--- src/rtl/cnu_wr_update_ctrl_mc_if.sv ---
// cnu_wr_update_ctrl_mc_if: handshake bundle between decode control, the CNU update controller and the CNU banks.
interface cnu_wr_update_ctrl_mc_if #(parameter int CH_NUM = 4, parameter int ITER_W = 5);
    logic              iter_update_i;
    logic [CH_NUM-1:0] cnu_init_load_en_i;
    logic [CH_NUM-1:0] cnu_rd_finish_i;
    logic [ITER_W-1:0] max_iter_i;
    logic [CH_NUM-1:0] cnu_wr_o;
    logic [CH_NUM-1:0] init_load_o;
    logic [CH_NUM-1:0] pipe_load_o;
    logic [ITER_W-1:0] iter_cnt_o;
    logic              all_done_o;
    logic              proto_err_o;
    modport master (
        input  iter_update_i, cnu_init_load_en_i, cnu_rd_finish_i, max_iter_i,
        output cnu_wr_o, init_load_o, pipe_load_o, iter_cnt_o, all_done_o, proto_err_o
    );
    modport slave (
        output iter_update_i, cnu_init_load_en_i, cnu_rd_finish_i, max_iter_i,
        input  cnu_wr_o, init_load_o, pipe_load_o, iter_cnt_o, all_done_o, proto_err_o
    );
endinterface

--- src/rtl/cnu_wr_update_ctrl_mc.sv ---
// cnu_wr_update_ctrl_mc: per-channel CNU init/write/hold/pipe sequencing with synchronised iteration counting.
// Defining CNU_ITER_SYNC_BYPASS_EN replaces the iter_update_i synchroniser with a single edge-detect flop.
module cnu_wr_update_ctrl_mc #(
    parameter int CH_NUM    = 4,
    parameter int CDC_DEPTH = 2,
    parameter int PIPE_LEN  = 2,
    parameter int ITER_W    = 5
) (
    input logic read_clk,
    input logic rstn,
    cnu_wr_update_ctrl_mc_if.master bus
);
    localparam int PW = PIPE_LEN > 1 ? $clog2(PIPE_LEN) : 1;
    typedef enum logic [2:0] {IDLE, INIT, WRITE, HOLD, PIPE} state_t;
    state_t            st [CH_NUM];
    state_t            nx [CH_NUM];
    logic [PW-1:0]     pcnt [CH_NUM];
    logic [ITER_W-1:0] limit;
    logic              iter_pulse, any_busy, any_start, pipe_exit, all_idle_nx, lim_hit;
    logic [CH_NUM-1:0] err;
`ifdef CNU_ITER_SYNC_BYPASS_EN
    logic iter_d;
    always_ff @(posedge read_clk or negedge rstn)
        if (!rstn) iter_d <= 1'b0;
        else iter_d <= bus.iter_update_i;
    assign iter_pulse = bus.iter_update_i & ~iter_d;
`else
    logic [CDC_DEPTH-1:0] sync;
    logic                 sync_d;
    always_ff @(posedge read_clk or negedge rstn)
        if (!rstn) begin
            sync   <= '0;
            sync_d <= 1'b0;
        end else begin
            sync   <= {sync[CDC_DEPTH-2:0], bus.iter_update_i};
            sync_d <= sync[CDC_DEPTH-1];
        end
    assign iter_pulse = sync[CDC_DEPTH-1] & ~sync_d;
`endif
    assign lim_hit = bus.iter_cnt_o >= limit;
    always_comb begin
        any_busy    = 1'b0;
        any_start   = 1'b0;
        pipe_exit   = 1'b0;
        all_idle_nx = 1'b1;
        err         = '0;
        for (int c = 0; c < CH_NUM; c++) begin
            nx[c] = st[c];
            case (st[c])
                IDLE:    nx[c] = bus.cnu_init_load_en_i[c] ? INIT : IDLE;
                INIT:    nx[c] = bus.cnu_init_load_en_i[c] ? INIT : WRITE;
                WRITE:   nx[c] = iter_pulse ? HOLD : WRITE;
                HOLD:    nx[c] = bus.cnu_rd_finish_i[c] ? PIPE : HOLD;
                PIPE:    nx[c] = pcnt[c] != '0 ? PIPE : (lim_hit ? IDLE : WRITE);
                default: nx[c] = IDLE;
            endcase
            any_busy    |= st[c] != IDLE;
            any_start   |= st[c] == IDLE && nx[c] == INIT;
            pipe_exit   |= st[c] == PIPE && nx[c] == IDLE;
            all_idle_nx &= nx[c] == IDLE;
            err[c] = (bus.cnu_init_load_en_i[c] && st[c] inside {WRITE, HOLD, PIPE}) ||
                     (bus.cnu_rd_finish_i[c] && st[c] == INIT);
        end
    end
    always_ff @(posedge read_clk or negedge rstn)
        if (!rstn) begin
            for (int c = 0; c < CH_NUM; c++) begin
                st[c]   <= IDLE;
                pcnt[c] <= '0;
            end
            bus.cnu_wr_o    <= '0;
            bus.init_load_o <= '0;
            bus.pipe_load_o <= '0;
            bus.iter_cnt_o  <= '0;
            bus.all_done_o  <= 1'b0;
            bus.proto_err_o <= 1'b0;
            limit           <= '0;
        end else begin
            for (int c = 0; c < CH_NUM; c++) begin
                st[c]              <= nx[c];
                pcnt[c]            <= st[c] == PIPE ? pcnt[c] - 1'b1 : PW'(PIPE_LEN - 1);
                bus.cnu_wr_o[c]    <= nx[c] == WRITE;
                bus.init_load_o[c] <= nx[c] == INIT;
                bus.pipe_load_o[c] <= nx[c] == PIPE;
            end
            // a zero limit still runs one iteration
            if (!any_busy && any_start) limit <= bus.max_iter_i == '0 ? ITER_W'(1) : bus.max_iter_i;
            bus.iter_cnt_o  <= bus.all_done_o ? '0 :
                               bus.iter_cnt_o + ITER_W'(iter_pulse && any_busy && !(&bus.iter_cnt_o));
            bus.all_done_o  <= pipe_exit && all_idle_nx;
            bus.proto_err_o <= bus.proto_err_o | (|err);
        end
endmodule
--- src/flat_wrapper.sv ---
// flat-port wrapper written by rule: the top's interface ports become plain ports
module cnu_wr_update_ctrl_mc_flat 
#(
    parameter int CH_NUM    = 4,
    parameter int CDC_DEPTH = 2,
    parameter int PIPE_LEN  = 2,
    parameter int ITER_W    = 5
)
  (read_clk, rstn, bus_iter_update_i, bus_cnu_init_load_en_i, bus_cnu_rd_finish_i, bus_max_iter_i, bus_cnu_wr_o, bus_init_load_o, bus_pipe_load_o, bus_iter_cnt_o, bus_all_done_o, bus_proto_err_o);
  cnu_wr_update_ctrl_mc_if #(.CH_NUM(CH_NUM), .ITER_W(ITER_W)) bus_i ();
  input logic read_clk;
  input logic rstn;
  input wire logic [$bits(bus_i.iter_update_i)-1:0] bus_iter_update_i;
  input wire logic [$bits(bus_i.cnu_init_load_en_i)-1:0] bus_cnu_init_load_en_i;
  input wire logic [$bits(bus_i.cnu_rd_finish_i)-1:0] bus_cnu_rd_finish_i;
  input wire logic [$bits(bus_i.max_iter_i)-1:0] bus_max_iter_i;
  output wire logic [$bits(bus_i.cnu_wr_o)-1:0] bus_cnu_wr_o;
  output wire logic [$bits(bus_i.init_load_o)-1:0] bus_init_load_o;
  output wire logic [$bits(bus_i.pipe_load_o)-1:0] bus_pipe_load_o;
  output wire logic [$bits(bus_i.iter_cnt_o)-1:0] bus_iter_cnt_o;
  output wire logic [$bits(bus_i.all_done_o)-1:0] bus_all_done_o;
  output wire logic [$bits(bus_i.proto_err_o)-1:0] bus_proto_err_o;
  assign bus_i.iter_update_i = bus_iter_update_i;
  assign bus_i.cnu_init_load_en_i = bus_cnu_init_load_en_i;
  assign bus_i.cnu_rd_finish_i = bus_cnu_rd_finish_i;
  assign bus_i.max_iter_i = bus_max_iter_i;
  assign bus_cnu_wr_o = bus_i.cnu_wr_o;
  assign bus_init_load_o = bus_i.init_load_o;
  assign bus_pipe_load_o = bus_i.pipe_load_o;
  assign bus_iter_cnt_o = bus_i.iter_cnt_o;
  assign bus_all_done_o = bus_i.all_done_o;
  assign bus_proto_err_o = bus_i.proto_err_o;
  cnu_wr_update_ctrl_mc #(.CH_NUM(CH_NUM), .CDC_DEPTH(CDC_DEPTH), .PIPE_LEN(PIPE_LEN), .ITER_W(ITER_W)) u_core (.read_clk(read_clk), .rstn(rstn), .bus(bus_i));
endmodule
--- config.mk ---
export PLATFORM = sky130hd
export DESIGN_NAME = cnu_wr_update_ctrl_mc_flat
export DESIGN_NICKNAME = d
export VERILOG_FILES = /design/src/rtl/cnu_wr_update_ctrl_mc_if.sv /design/src/rtl/cnu_wr_update_ctrl_mc.sv /design/src/flat_wrapper.sv
export SDC_FILE = /design/constraint.sdc
export NUM_CORES = 1
export LEC_CHECK = 0
export BUFFER_PORTS_ARGS = -buffer_cell sky130_fd_sc_hd__buf_2
export CORE_MARGIN = 2
export CORE_UTILIZATION = 57
export CTS_BUF_LIST = sky130_fd_sc_hd__clkbuf_4 sky130_fd_sc_hd__clkbuf_8
export CTS_CLUSTER_DIAMETER = 200
export DETAILED_ROUTE_END_ITERATION = 16
export HOLD_SLACK_MARGIN = 0.08
export MAX_ROUTING_LAYER = met4
export PLACE_DENSITY_LB_ADDON = 0.1
export SYNTH_ARGS = -nofsm -noshare
export SYNTH_HDL_FRONTEND = slang
export SYNTH_SLANG_ARGS = --single-unit
--- constraint.sdc ---
create_clock -name read_clk -period 2.2 [get_ports read_clk]
set_input_delay 0.22 -clock read_clk [delete_from_list [all_inputs] [get_ports read_clk]]
set_output_delay 0.22 -clock read_clk [all_outputs]
set_load 0.05 [all_outputs]
After elaboration in Yosys (flattened, before gate mapping)
Cells that the tools add are included.
{ "word_totals": {"regBits": 43, "mem_count": 0, "latch_bits": 0, "ramBits": 0, "romBits": 0, "in_bits": 16, "out_inout_bits": 19} }
{ "op_classes": {"bitwise_logic": 15, "div": 0, "shifts": 0, "n_addsub": 5, "eq_ne": 28, "magnitude_cmp": 1, "n_mux": 28, "n_reduce_logical": 45, "n_mul": 0} }
{ "op_table": {"columns": ["op", "count"], "rows": [
  ["case mux 3 bit (5 select lines)", 4],
  ["equality test 3 x 2 -> 1 bit (second input constant)", 12],
  ["equality test 3 x 1 -> 1 bit (second input constant)", 8],
  ["equality test 3 bit (second input constant)", 8],
  ["logical NOT 3 bit", 8],
  ["2-to-1 mux 3 bit", 8],
  ["nonzero test 3 bit", 8],
  ["logical AND 1 bit", 20],
  ["2-to-1 mux 2 bit", 5],
  ["2-to-1 mux 5 bit", 2],
  ["bitwise OR 1 bit", 10],
  ["2-to-1 mux 1 bit", 9],
  ["adder 5 x 1 -> 5 bit", 1],
  [">= comparator 5 bit", 1],
  ["logical NOT 5 bit", 1],
  ["AND reduction 5 bit", 1],
  ["bitwise AND 1 bit", 4],
  ["logical OR 1 bit", 4],
  ["OR reduction 4 bit", 1],
  ["subtractor 1 bit (second input constant)", 4],
  ["logical NOT 1 bit", 2],
  ["NOT 1 bit", 1]
]} }

Logic depth before layout (Yosys ltp)
Gate-level depths: netlist of the first run.
{ "logic_depth": {"ltp_word": 10, "mapped_depth": 9, "mapped_depth_nobuf": 8} }

Worst setup path before layout of the first run
OpenSTA, ideal clock, no wires.
{ "synth_path": {"path_kind": "reg2reg", "start": "register u_core.bus.iter_cnt_o[3]", "end": "register u_core.bus.iter_cnt_o[4]", "slack_ps": 222, "n_path_buf": 0, "t_arrival_ps": 1834, "period_less_slack_ps": 1978, "stages_incl_launch_ff": 9, "setup_ps": 144, "cell_sequence": "dfrtp_1 > and3_1 > nand3_1 > and4b_1 > ha_1 > ha_1 > nand3_1 > xor2_1 > nor2_1"} }
{ "synth_via": {"elab_chain_len": 5} }
{ "synth_rtl": {"columns": ["element", "line", "text"], "rows": [
  ["from (decl)", "cnu_wr_update_ctrl_mc_if.sv:15", "output cnu_wr_o, init_load_o, pipe_load_o, iter_cnt_o, all_done_o, proto_err_o"],
  ["from (signal assigned)", "cnu_wr_update_ctrl_mc.sv:88", "bus.iter_cnt_o <= bus.all_done_o ? '0 :"],
  ["AND reduction 5 bit", "cnu_wr_update_ctrl_mc.sv:89", "bus.iter_cnt_o + ITER_W'(iter_pulse && any_busy && !(&bus.iter_cnt_o));"],
  ["logical NOT 1 bit", "cnu_wr_update_ctrl_mc.sv:89", null],
  ["logical AND 1 bit", "cnu_wr_update_ctrl_mc.sv:89", null],
  ["adder 5 x 1 -> 5 bit (*)", "cnu_wr_update_ctrl_mc.sv:89", null],
  ["2-to-1 mux 5 bit (*)", "cnu_wr_update_ctrl_mc.sv:88", null]
]} }
Every way passes the cells marked *; elsewhere a longest branch is shown, timed or not.
A chain may end at the register's enable or synchronous reset.

Worst setup path after layout of the first run
{ "layout_path": {"start": "register u_core.st[1] (netlist bit)", "end": "register u_core.bus.iter_cnt_o[4]"} }
{ "layout_via": {"elab_chain_len": 6} }
{ "layout_rtl": {"columns": ["element", "line", "text"], "rows": [
  ["from (decl)", "cnu_wr_update_ctrl_mc.sv:15", "state_t st [CH_NUM];"],
  ["from (signal, indexed assignment)", "cnu_wr_update_ctrl_mc.sv:80", "st[c] <= nx[c];"],
  ["nonzero test 3 bit", "cnu_wr_update_ctrl_mc.sv:57", "any_busy |= st[c] != IDLE;"],
  ["bitwise OR 1 bit", "cnu_wr_update_ctrl_mc.sv:57", null],
  ["logical AND 1 bit (2 in series)", "cnu_wr_update_ctrl_mc.sv:89", null],
  ["adder 5 x 1 -> 5 bit", "cnu_wr_update_ctrl_mc.sv:89", null],
  ["2-to-1 mux 5 bit", "cnu_wr_update_ctrl_mc.sv:88", null]
]} }
Every way passes these cells.

==> results.yml, run 1 <==
timing:
  clock_skew_ns: 0.01181
  tightest_slew_ns: 0.9068
  grt_setup_unrepaired: "no"
  slew_violations: 0
  hold_viol_final: 0
  relSlewSlack_pct: 39.55
  fin_crit_ns: 2.073
  setup_viol: 0
  fmax_ghz: 0.4823
  fin_tns_setup_ns: 0
  finalCritPeriodShare_pct: 94.25
  hold_slack_ns: 0.1029
  setup_ws_ns: 0.1266
placed_design:
  hpwl_mm: 3.109
  placed_area_um2: 2277
  gp_congestion: 0.8507
  dp_cells: 263
  portBuffers: 34
  place_ws_ns: 0.1411
final_layout:
  layout.cells.non_filler: 274
  drive_gt1_share_pct: 25.44
  nets: 250
  design_area_um2: 2365
  areaGrowthSynthToFinish_pct: 16.38
  n_fill_cell: 270
  antennaDiodeCount: 0
global_routing:
  grt_pass1_vias: 1498
  grt_max_degree: 44
  grt_pass1_wl_mm: 7.017
  grt-ovfl-total: 0
  antenna_found_initial: 0
  grt_use_total_pct: 23.60
detailed_routing:
  drt_iter0_drc: 107
  drtAntennaViolNets: 0
  drt-pass1-iter-count: 4
  drt-total-wl_mm: 4.159
  wl_per_cell_um: 15.18
  vias_per_cell: 5.642
  drc: 0
  vias: 1546
yosys:
  synth_common_cells: "43 x dfrtp_1, 17 x nor2_1, 11 x nand2b_1, 10 x nand2_1, 8 x inv_1"
  syn-num-nets: 205
  ys_types: 41
  yosysWarnings: 0
  ys.flop_type: "dfrtp_1"
  synth-edff-count: 0
  yosysTopAreaCell: "dfrtp_1"
  synth_cells: 182
  synthTopCellsByArea: "dfrtp_1 53%, ha_1 4.3%, nand2b_1 3.4%"
  ys_ff_latch: 43
  synth_area_um2: 2032
  avgSynthCellArea_um2: 11.16
  synth_top_area_share_pct: 52.96
  async_reset_ff_share_pct: 100.0
  seq_area_frac_synth_pct: 52.96
  synth_most_common_cell: "dfrtp_1"
setup_path:
  end_kind: "flip-flop"
  crit_type: "reg2reg"
  cp.arrival_ns: 2.32
  ff2ff_setup_slack_ns: 0.13
  cp-start-kind: "flip-flop"
  rr_startpoint: "u_core.st[1]"
  cp_max_fo: 9
  rr_endpoint: "u_core.bus.iter_cnt_o[4]"
  required_ns: 2.45
  r2r_cells: 8
clock_tree:
  htreeDepth: 2
  clock_latency_ns: 0.35
  cts.sinks: 43
  cts_made_buffers: 5
  ctsHoldBuffers: 3
  cts_tree: "done"
  clockBufferDepth: 2
  cts_root_buf: "clkbuf_4"
  clkTransAtPathRegs_ns: 0.12
  cts_resized: 0
  cts_setup_buffers: 0
pwr:
  power_leakage_nw: 1.082
  ir_worst_vdd_mv: 0.7191
  power_density_nw_per_um2: 1477
min_path:
  holdPathEnd: "u_core.limit[2]"
  hold_depth: 2
  hold_path_class: "in2reg"
  min_from: "bus_max_iter_i[2]"
floorplan:
  dieArea_um2: 4058
  io_pins: 35
  die_h_um: 63.71
  dieWidth_um: 63.71
  start_util_pct: 59.95
  placementRows: 21
  core_area_um2: 3390
job:
  maxCapViolCount: 0
status:
  outcome: "finished clean"
[worst max path at each step]
stage | startpoint | end | slack [ns] | cells past startpoint
after floorplan | u_core.bus.iter_cnt_o[3] | u_core.bus.iter_cnt_o[4] | 0.22 | 8
after global placement | u_core.st[10] | u_core.bus.iter_cnt_o[4] | 0.23 | 8
after detailed placement | u_core.st[10] | u_core.bus.iter_cnt_o[4] | 0.14 | 8
after CTS | u_core.st[1] | u_core.bus.iter_cnt_o[4] | 0.13 | 8
after global routing | u_core.st[1] | u_core.bus.iter_cnt_o[4] | 0.02 | 8
final | u_core.st[1] | u_core.bus.iter_cnt_o[4] | 0.13 | 8
[layout make-up]
type / count / area (um^2) / area share (%)
flip-flops and latches: 43 / 1076 / 45.50
clock inverters: 1 / 5.005 / 0.2116
well taps: 46 / 57.56 / 2.434
inverters: 8 / 30.03 / 1.270
clock buffers: 7 / 52.55 / 2.222
repair buffers: 42 / 237.7 / 10.05
multi-input cells: 127 / 905.9 / 38.31
[where the power goes]
group | switching [mW] | leakage, nW | internal [mW] | total (mW)
Sequential | 0.267 | 0.525 | 1.07 | 1.34
Clock | 0.238 | 0.0361 | 0.149 | 0.388
Combinational | 1.13 | 0.521 | 0.631 | 1.76
[state kept, by name, indices dropped and copies added (netlist names)]
signal,flops
u_core.bus.pipe_load_o,4
u_core.sync,2
u_core.bus.init_load_o,4
u_core.pcnt,4
u_core.limit,5
u_core.bus.iter_cnt_o,5
u_core.st,12
u_core.bus.proto_err_o,1
u_core.bus.cnu_wr_o,4
u_core.bus.all_done_o,1
u_core.sync_d,1
[worst max-delay path, cell delays in order, from the launching register on]
cell and delay (ns):
dfrtp_1 0.50, nor4_1 0.33, nand4_1 0.21, and4b_1 0.23
ha_1 0.19, ha_1 0.21, nand3_1 0.10, xor2_1 0.14
nor2_1 0.05
[metal layers]
metal	up-vias	track usage, %	share of wire [%]
li1	757	-	-
met5	-	-	0
met2	43	38.29	49
met3	7	5.357	3.7
met1	739	29.39	45
met4	0	7.880	2.1
[placed cells by master, fill, tap and decap left out, types with 5 or more instances in the layout]
| cell type | n |
|---|---|
| dfrtp_1 | 43 |
| nand2b_1 | 11 |
| nand2_1 | 10 |
| inv_1 | 8 |
| ha_1 | 7 |
| nor2b_1 | 5 |
| buf_2 | 34 |
| o21ai_0 | 6 |
| nor2_1 | 17 |
| buf_4 | 5 |
| clkbuf_4 | 7 |
| and2_1 | 7 |
| a32o_1 | 6 |
[cells by family (layout without fill, tap and decap cells)]
family | after synthesis | after routing | synth area share (%)
AND/OR/NAND/NOR | 77 | 77 | 22.66
flip-flops | 43 | 43 | 52.96
AO/OA/AOI/OAI | 35 | 35 | 13.61
buffers and inverters | 12 | 58 | 2.463
adder cells (fa/ha/maj) | 7 | 7 | 4.310
multiplexers | 5 | 5 | 2.709
XOR/XNOR | 3 | 3 | 1.293
[per-stage QoR]
| step | total power [mW] | utilization (%) |
|---|---|---|
| after global placement | 3.035 | 67.18 |
| after global routing | 3.750 | 69.77 |
| final | 3.493 | 69.77 |
| after detailed placement | 3.105 | 67.18 |
| after floorplan | 2.590 | - |
| after CTS | 3.497 | 69.77 |
No activity file was read; power rests on OpenSTA's default activity.
==> run 2, diff against run 1 <==
SETUP_SLACK_MARGIN = 0.5   (was unset)
==> run 2 against run 1 <==
Against the previous run:
- setup slack gained 0.26 ns
- critical path depth did not move
- global-route usage rose by 1.1 points
- cell area increased by 11%
- die area stayed put
- maximum frequency is 14% higher
- critical path type unchanged
- hold slack better by 0.0025 ns
- combinational power grew 28%
- core utilization increased by 8.0 points
- via count is 5.0% higher
- clock power is 31% higher
==> results.yml, run 2 (synthesized netlist as in run 1, its figures left out) <==
final_layout:
  drive_gt1_share_pct: 42.37
  largest_reg_flops: 12
  layout_common_cells: "34 x buf_2, 31 x dfrtp_1, 16 x nor2_1"
  reg.largest.list: "u_core.st (12), u_core.bus.iter_cnt_o (5), u_core.limit (5)"
  regMostFlops: "u_core.st"
  nets: 258
  register_area_um2: 1091
  antennaDiodeCount: 0
  layout.cells.non_filler: 282
  utilization_pct: 77.78
  multi_input_area_um2: 1072
  n_fill_cell: 219
  layout_commonest_cell: "buf_2"
  areaGrowthSynthToFinish_pct: 29.74
pwr:
  power_mw: 4.159
  ir_worst_vdd_mv: 0.9239
  power_leakage_nw: 1.153
  power_density_nw_per_um2: 1578
placed_design:
  portBuffers: 34
  dp_cells: 259
  hpwl_mm: 3.096
  gp_congestion: 0.8040
detailed_routing:
  drt-pass1-iter-count: 4
  drt_iter0_drc: 148
  drc: 0
  vias_per_cell: 5.759
  vias: 1624
  wl_per_cell_um: 16.70
  drtAntennaViolNets: 0
  drt-total-wl_mm: 4.710
clock_tree:
  cts_made_buffers: 5
  clkTransAtPathRegs_ns: 0.12
  clockBufferDepth: 2
  cts_root_buf: "clkbuf_4"
  cts_tree: "done"
  cts.sinks: 43
  htreeDepth: 2
  clock_latency_ns: 0.35
floorplan:
  start_util_pct: 59.95
  dieArea_um2: 4058
  dieWidth_um: 63.71
  core_area_um2: 3390
  placementRows: 21
  io_pins: 35
  die_h_um: 63.71
job:
  maxCapViolCount: 0
setup_path:
  crit_chain: "nor4_4, nand4_1, and4b_1, ha_2, ha_4, nand3_2, xor2_1, nor2_1"
  crit_type: "reg2reg"
  cp.arrival_ns: 2.07
  critPathMaxStageDelay_ns: 0.45
  ff2ff_setup_slack_ns: 0.39
  cp-start-kind: "flip-flop"
  slowest_stage: "dfrtp_2"
  cp_max_fo: 2
  required_ns: 2.45
  end_kind: "flip-flop"
timing:
  fin_tns_setup_ns: 0
  finalCritPeriodShare_pct: 82.44
  tightest_slew_ns: 0.8914
  fmax_ghz: 0.5513
  setup_viol: 0
  slew_violations: 0
  hold_viol_final: 0
  grt_setup_unrepaired: "yes"
  clock_skew_ns: 0.01128
  fin_crit_ns: 1.814
  relSlewSlack_pct: 40.57
  hold_slack_ns: 0.1054
global_routing:
  grt_use_total_pct: 24.69
  met2_usage_pct: 40.92
  grt_pass1_wl_mm: 7.369
  antenna_found_initial: 0
  grt_use_met3_pct: 5.179
  use_met1_pct: 29.66
  grt-ovfl-total: 0
  grt_pass1_vias: 1561
  grt_max_degree: 44
  busiest_layer: "met2"
min_path:
  hold_path_class: "in2reg"
status:
  outcome: "finished clean"
[run 2: area by class of cell]
| cell class | count | area share [%] |
|---|---|---|
| Clock buffer | 6 | 1.946 |
| Clock inverter | 2 | 1.329 |
| Inverter | 8 | 1.139 |
| Multi-Input combinational cell | 127 | 40.67 |
| Sequential cell | 43 | 41.39 |
| Tap cell | 46 | 2.183 |
| Timing Repair Buffer | 50 | 11.34 |
[run 2: power breakdown]
group | leakage (nW) | internal [mW] | switching [mW]
Combinational | 0.594 | 0.890 | 1.36
Sequential | 0.510 | 1.10 | 0.302
Clock | 0.0482 | 0.269 | 0.241
[run 2: repair_timing]
action / CTS / global route
endpoints found under the hold margin: 44 / 0
gates cloned: 0 / 0
hold buffers: 2 / 0
setup buffers: 7 / 6
setup endpoints to repair: 15 / 15
pin swaps: 4 / 5
resized for setup: 20 / 13
[run 2: final timing paths]
check,cells after the start,endpoint,start
min reg2reg,0,u_core.sync[1],u_core.sync[0]
max reg2reg,8,u_core.bus.iter_cnt_o[4],u_core.st[6]
max in group asynchronous,2,u_core.st[11],rstn
max,8,u_core.bus.iter_cnt_o[4],u_core.st[6]
min,2,u_core.limit[1],bus_max_iter_i[1]
min in group asynchronous,2,u_core.bus.iter_cnt_o[3],rstn
[run 2: through the flow]
stage	setup WS (ns)	area [um^2]
after global routing	0.2770	2636
after CTS	0.4225	2507
final	0.3863	2636
after floorplan	0.3713	2073
after detailed placement	0.2210	2280
after global placement	0.3020	2280
[run 2: per-layer routing]
metal | share of wire, % | vias to the layer above
met5 | 0 | -
met1 | 41 | 793
met2 | 53 | 52
li1 | - | 767
met3 | 4.6 | 12
met4 | 1.8 | 0
[run 2: worst max-delay path, delay by kind of cell, from the launching register on]
family	cells	cell delay [ns]
DFF	1	0.45
and+or+nand+nor	5	0.79
xor gates and xnor gates	1	0.13
adders and majority gates	2	0.35
==> run 3, diff against run 2 <==
ABC_AREA = 1   (was unset)
CORE_UTILIZATION = 52   (was 57)
clock period = 1.5 ns   (was 2.2 ns; I/O delays follow)
==> run 3 against run 2 <==
Against the previous run:
- the run now fails in 5_1_grt
- area after synthesis decreased by 0.86%
- synthesized cell count grew 31%
==> results.yml, run 3 <==
yosys:
  synth_mux_area_share_pct: 0
  synth_top_area_share_pct: 53.42
  synthTopCellsByArea: "dfrtp_1 53%, nand2_1 8.6%, inv_1 7.3%"
  synth-simple-area-share_pct: 26.71
  synth_top_family_by_area: "simple AND/OR/NAND/NOR gates"
  synth_xor_area_share_pct: 1.304
  synth-compound-area-share_pct: 6.957
  synth-edff-count: 0
  synth_most_common_cell: "nand2_1"
  yosysTopAreaCell: "dfrtp_1"
  ys.flop_type: "dfrtp_1"
  synth_area_um2: 2014
  syn-num-nets: 261
  ys_types: 23
  async_reset_ff_share_pct: 100.0
  synth_common_cells: "46 x nand2_1, 43 x dfrtp_1, 39 x inv_1, 35 x nor2_1, 21 x nand3_1"
  avgSynthCellArea_um2: 8.464
  yosysWarnings: 0
  ys_ff_latch: 43
  synth_cells: 238
  seq_area_frac_synth_pct: 53.42
  synth-adder-area-share_pct: 4.348
placed_design:
  placed_area_um2: 2539
  portBuffers: 34
  gp_congestion: 0.8731
  hpwl_mm: 3.548
  place_ws_ns: -0.2294
timing:
  crit_endpoint: "u_core.bus.iter_cnt_o[4]$_DFF_PN0_/D"
  endpoint_type: "sequential cell input"
status:
  outcome: "aborted with a tool error"
  stop_stage: "5_1_grt"
  tool.error: "[ERROR DPL-0038] Utilization greater than 100%, impossible to legalize"
floorplan:
  start_util_pct: 54.61
  dieWidth_um: 66.24
  die_h_um: 66.24
  io_pins: 35
  placementRows: 22
clock_tree:
  clockBufferDepth: 2
  cts_made_buffers: 5
  cts_root_buf: "clkbuf_8"
  htreeDepth: 2
  cts.sinks: 43
global_routing:
  grt_max_degree: 23
run 3: cell count changes after synthesis, sizes merged, moves of 6 or more:
cell / before / now
nand3: 4 / 23
a32o: 6 / 0
a21oi: 3 / 10
nand2: 11 / 49
nand2b: 11 / 0
nor2: 17 / 40
and2: 7 / 0
o21ai: 6 / 12
inv: 8 / 39
run 3: what timing repair did:
item / in CTS
buffers inserted: 11
pin swaps: 30
gates resized for setup: 110
gates cloned: 0
endpoints found under the setup margin: 47
endpoints found under the hold margin: 21
hold buffers: 2
run 3: logic make-up after synthesis:
logic type | after synthesis
buffers and inverters | 39
and+or+nand+nor | 120
xor gates and xnor gates | 3
DFF | 43
adders and majority gates | 7
AOI/OAI and AO/OA | 26
run 3: per-stage QoR:
step / std cells / hold WS [ns]
4_1_cts: 375 / 0.09925
3_5_place_dp: 354 / 0.1360
3_3_place_gp: 354 / 0.1424
2_1_floorplan: 238 / -0.1456
==> run 4, diff against run 3 <==
CORE_UTILIZATION = 40   (was 52)
CTS_BUF_LIST = unset   (was sky130_fd_sc_hd__clkbuf_4 sky130_fd_sc_hd__clkbuf_8)
CTS_CLUSTER_DIAMETER = unset   (was 200)
HOLD_SLACK_MARGIN = unset   (was 0.08)
MAX_ROUTING_LAYER = unset   (was met4)
PLACE_DENSITY_LB_ADDON = 0.15   (was 0.1)
SETUP_SLACK_MARGIN = unset   (was 0.5)
clock period = 2 ns   (was 1.5 ns; I/O delays follow)
==> run 4 against run 3 <==
Against the previous run:
- the flow now finishes without violations
- area after synthesis did not move
- synthesized cell count did not move
==> results.yml, run 4 <==
setup_path:
  required_ns: 2.18
  r2r_cells: 11
  rr_startpoint: "u_core.st[5]"
  cp-start-kind: "flip-flop"
  cp.arrival_ns: 2.00
  rr_endpoint: "u_core.bus.iter_cnt_o[4]"
  end_kind: "flip-flop"
  crit_type: "reg2reg"
  ff2ff_setup_slack_ns: 0.18
  cp_max_fo: 4
final_layout:
  layout_commonest_cell: "nand2_1"
  reg.largest.list: "u_core.st (12), u_core.bus.iter_cnt_o (5), u_core.limit (5)"
  largest_reg_flops: 12
  design_area_um2: 2454
  nets: 308
  antennaDiodeCount: 0
  areaGrowthSynthToFinish_pct: 21.80
  layout_common_cells: "46 x nand2_1, 43 x dfrtp_1, 39 x inv_1"
  regMostFlops: "u_core.st"
  drive_gt1_share_pct: 20.28
pwr:
  power_leakage_nw: 1.332
  p_int_mw: 2.168
  p_sw_share_pct: 46.28
  power.share.clock_pct: 17.3
  power_mw: 4.036
  power_frac_seq_pct: 35.2
  p_sw_mw: 1.868
  power_density_nw_per_um2: 1645
  ir_worst_vdd_mv: 0.6859
  pwr-share-comb_pct: 47.5
timing:
  fin_tns_setup_ns: 0
  tightest_slew_ns: 0.4018
  fin_crit_ns: 1.815
  finalCritPeriodShare_pct: 90.77
  hold_viol_final: 0
  slew_violations: 0
  fmax_ghz: 0.5509
  hold_slack_ns: 0.1610
  setup_viol: 0
  clock_skew_ns: 0.003612
  grt_setup_unrepaired: "no"
  relSlewSlack_pct: 73.03
yosys:
  synthTopCellsByArea: "dfrtp_1 53%, nand2_1 8.6%, inv_1 7.3%"
  synth_most_common_cell: "nand2_1"
  seq_area_frac_synth_pct: 53.42
  avgSynthCellArea_um2: 8.464
  syn-num-nets: 261
  ys.flop_type: "dfrtp_1"
  synth_common_cells: "46 x nand2_1, 43 x dfrtp_1, 39 x inv_1, 35 x nor2_1, 21 x nand3_1"
  yosysTopAreaCell: "dfrtp_1"
  synth_top_area_share_pct: 53.42
  synth_area_um2: 2014
  ys_ff_latch: 43
  synth-edff-count: 0
  yosysWarnings: 0
  ys_types: 23
  synth_cells: 238
  async_reset_ff_share_pct: 100.0
detailed_routing:
  drt-total-wl_mm: 4.183
  drtAntennaViolNets: 0
  wl_per_cell_um: 11.85
  vias: 1643
  drt_iter0_drc: 89
  drc: 0
  drt-pass1-iter-count: 4
  vias_per_cell: 4.654
min_path:
  hold_path_class: "in2reg"
  holdPathEnd: "u_core.limit[4]"
  min_from: "bus_max_iter_i[4]"
  hold_depth: 3
global_routing:
  grt_pass1_wl_mm: 7.100
  grt_max_degree: 44
  grt_use_total_pct: 17.17
  grt-ovfl-total: 0
  grt_pass1_vias: 1590
  antenna_found_initial: 0
floorplan:
  io_pins: 35
  start_util_pct: 42.09
  core_area_um2: 4786
  dieWidth_um: 74.97
  dieArea_um2: 5620
  placementRows: 25
  die_h_um: 74.97
placed_design:
  placed_area_um2: 2311
  portBuffers: 34
  gp_congestion: 0.9019
  hpwl_mm: 3.157
clock_tree:
  htreeDepth: 2
  clockBufferDepth: 2
  clkTransAtPathRegs_ns: 0.08
  cts_made_buffers: 5
  clock_latency_ns: 0.29
  cts_root_buf: "clkbuf_8"
  cts_tree: "done"
  cts.sinks: 43
status:
  outcome: "finished clean"
job:
  maxCapViolCount: 0
==> run 4: worst max-delay path by stage <==
stage / from / end / slack [ns]
floorplan: u_core.bus.iter_cnt_o[2] / u_core.bus.iter_cnt_o[4] / 0.16
global placement: u_core.st[8] / u_core.bus.iter_cnt_o[4] / 0.17
detailed placement: u_core.st[8] / u_core.bus.iter_cnt_o[4] / 0.14
CTS: u_core.st[8] / u_core.bus.iter_cnt_o[4] / 0.12
global route: u_core.st[11] / u_core.bus.iter_cnt_o[4] / 0.02
finish: u_core.st[5] / u_core.bus.iter_cnt_o[4] / 0.18
==> run 4: kinds of logic (layout without fill, tap and decap cells) <==
| logic type | Yosys count | count (layout) | share of synthesized area, % |
|---|---|---|---|
| simple gates | 120 | 120 | 26.71 |
| xor+xnor | 3 | 3 | 1.305 |
| fa+ha+maj | 7 | 7 | 4.348 |
| compound gates | 26 | 26 | 6.957 |
| buf+inv | 39 | 87 | 7.267 |
| flops | 43 | 43 | 53.42 |
==> run 4: worst max-delay path: stages (launching register included) <==
cell and delay (ns):
dfrtp_1 0.42, nor2_2 0.16, nand2_1 0.06, inv_1 0.07
nand3_1 0.08, nor2_2 0.16, nor2_1 0.06, ha_1 0.19
ha_1 0.21, nand3_1 0.10, xor2_1 0.15, nor2_1 0.05
==> run 4: power groups by stage <==
stage | clock network (mW) | logic, mW | registers, mW
floorplan | 0 | 0.947 | 1.88
global placement | 0 | 1.91 | 1.43
detailed placement | 0 | 1.92 | 1.44
CTS | 0.715 | 1.94 | 1.42
global route | 0.751 | 2.17 | 1.47
finish | 0.696 | 1.92 | 1.42
==> run 4: layer usage <==
layer / global-route usage, % / wire, um / vias up
met3: 4.552 / 132 / 8
li1: - / - / 844
met5: 0 / 0 / -
met2: 27.49 / 1926 / 34
met1: 22.11 / 2029 / 757
met4: 7.143 / 95 / 0
==> run 4: stage by stage <==
step                cells  worst slack [ns]  util, %
floorplan             238            0.1567        -
detailed placement    343            0.1366    48.29
CTS                   353            0.1229    51.16
global route          353           0.01667    51.27
global placement      343            0.1745    48.29
finish                353            0.1847    51.27
==> run 4: area by class of cell <==
type,instances,area (um^2)
Inverter,39,146.4
Timing Repair Buffer,40,232.7
Multi-Input combinational cell,156,797.0
Tap cell,67,83.83
Clock inverter,2,35.03
Sequential cell,43,1076
Fill cell,490,2332
Clock buffer,6,82.58
==> run 4: timing repair <==
item	in CTS	in global routing
setup endpoints to repair	0	1
hold buffers	2	0
buffers inserted	0	0
resized for setup	0	1
endpoints found under the hold margin	44	0
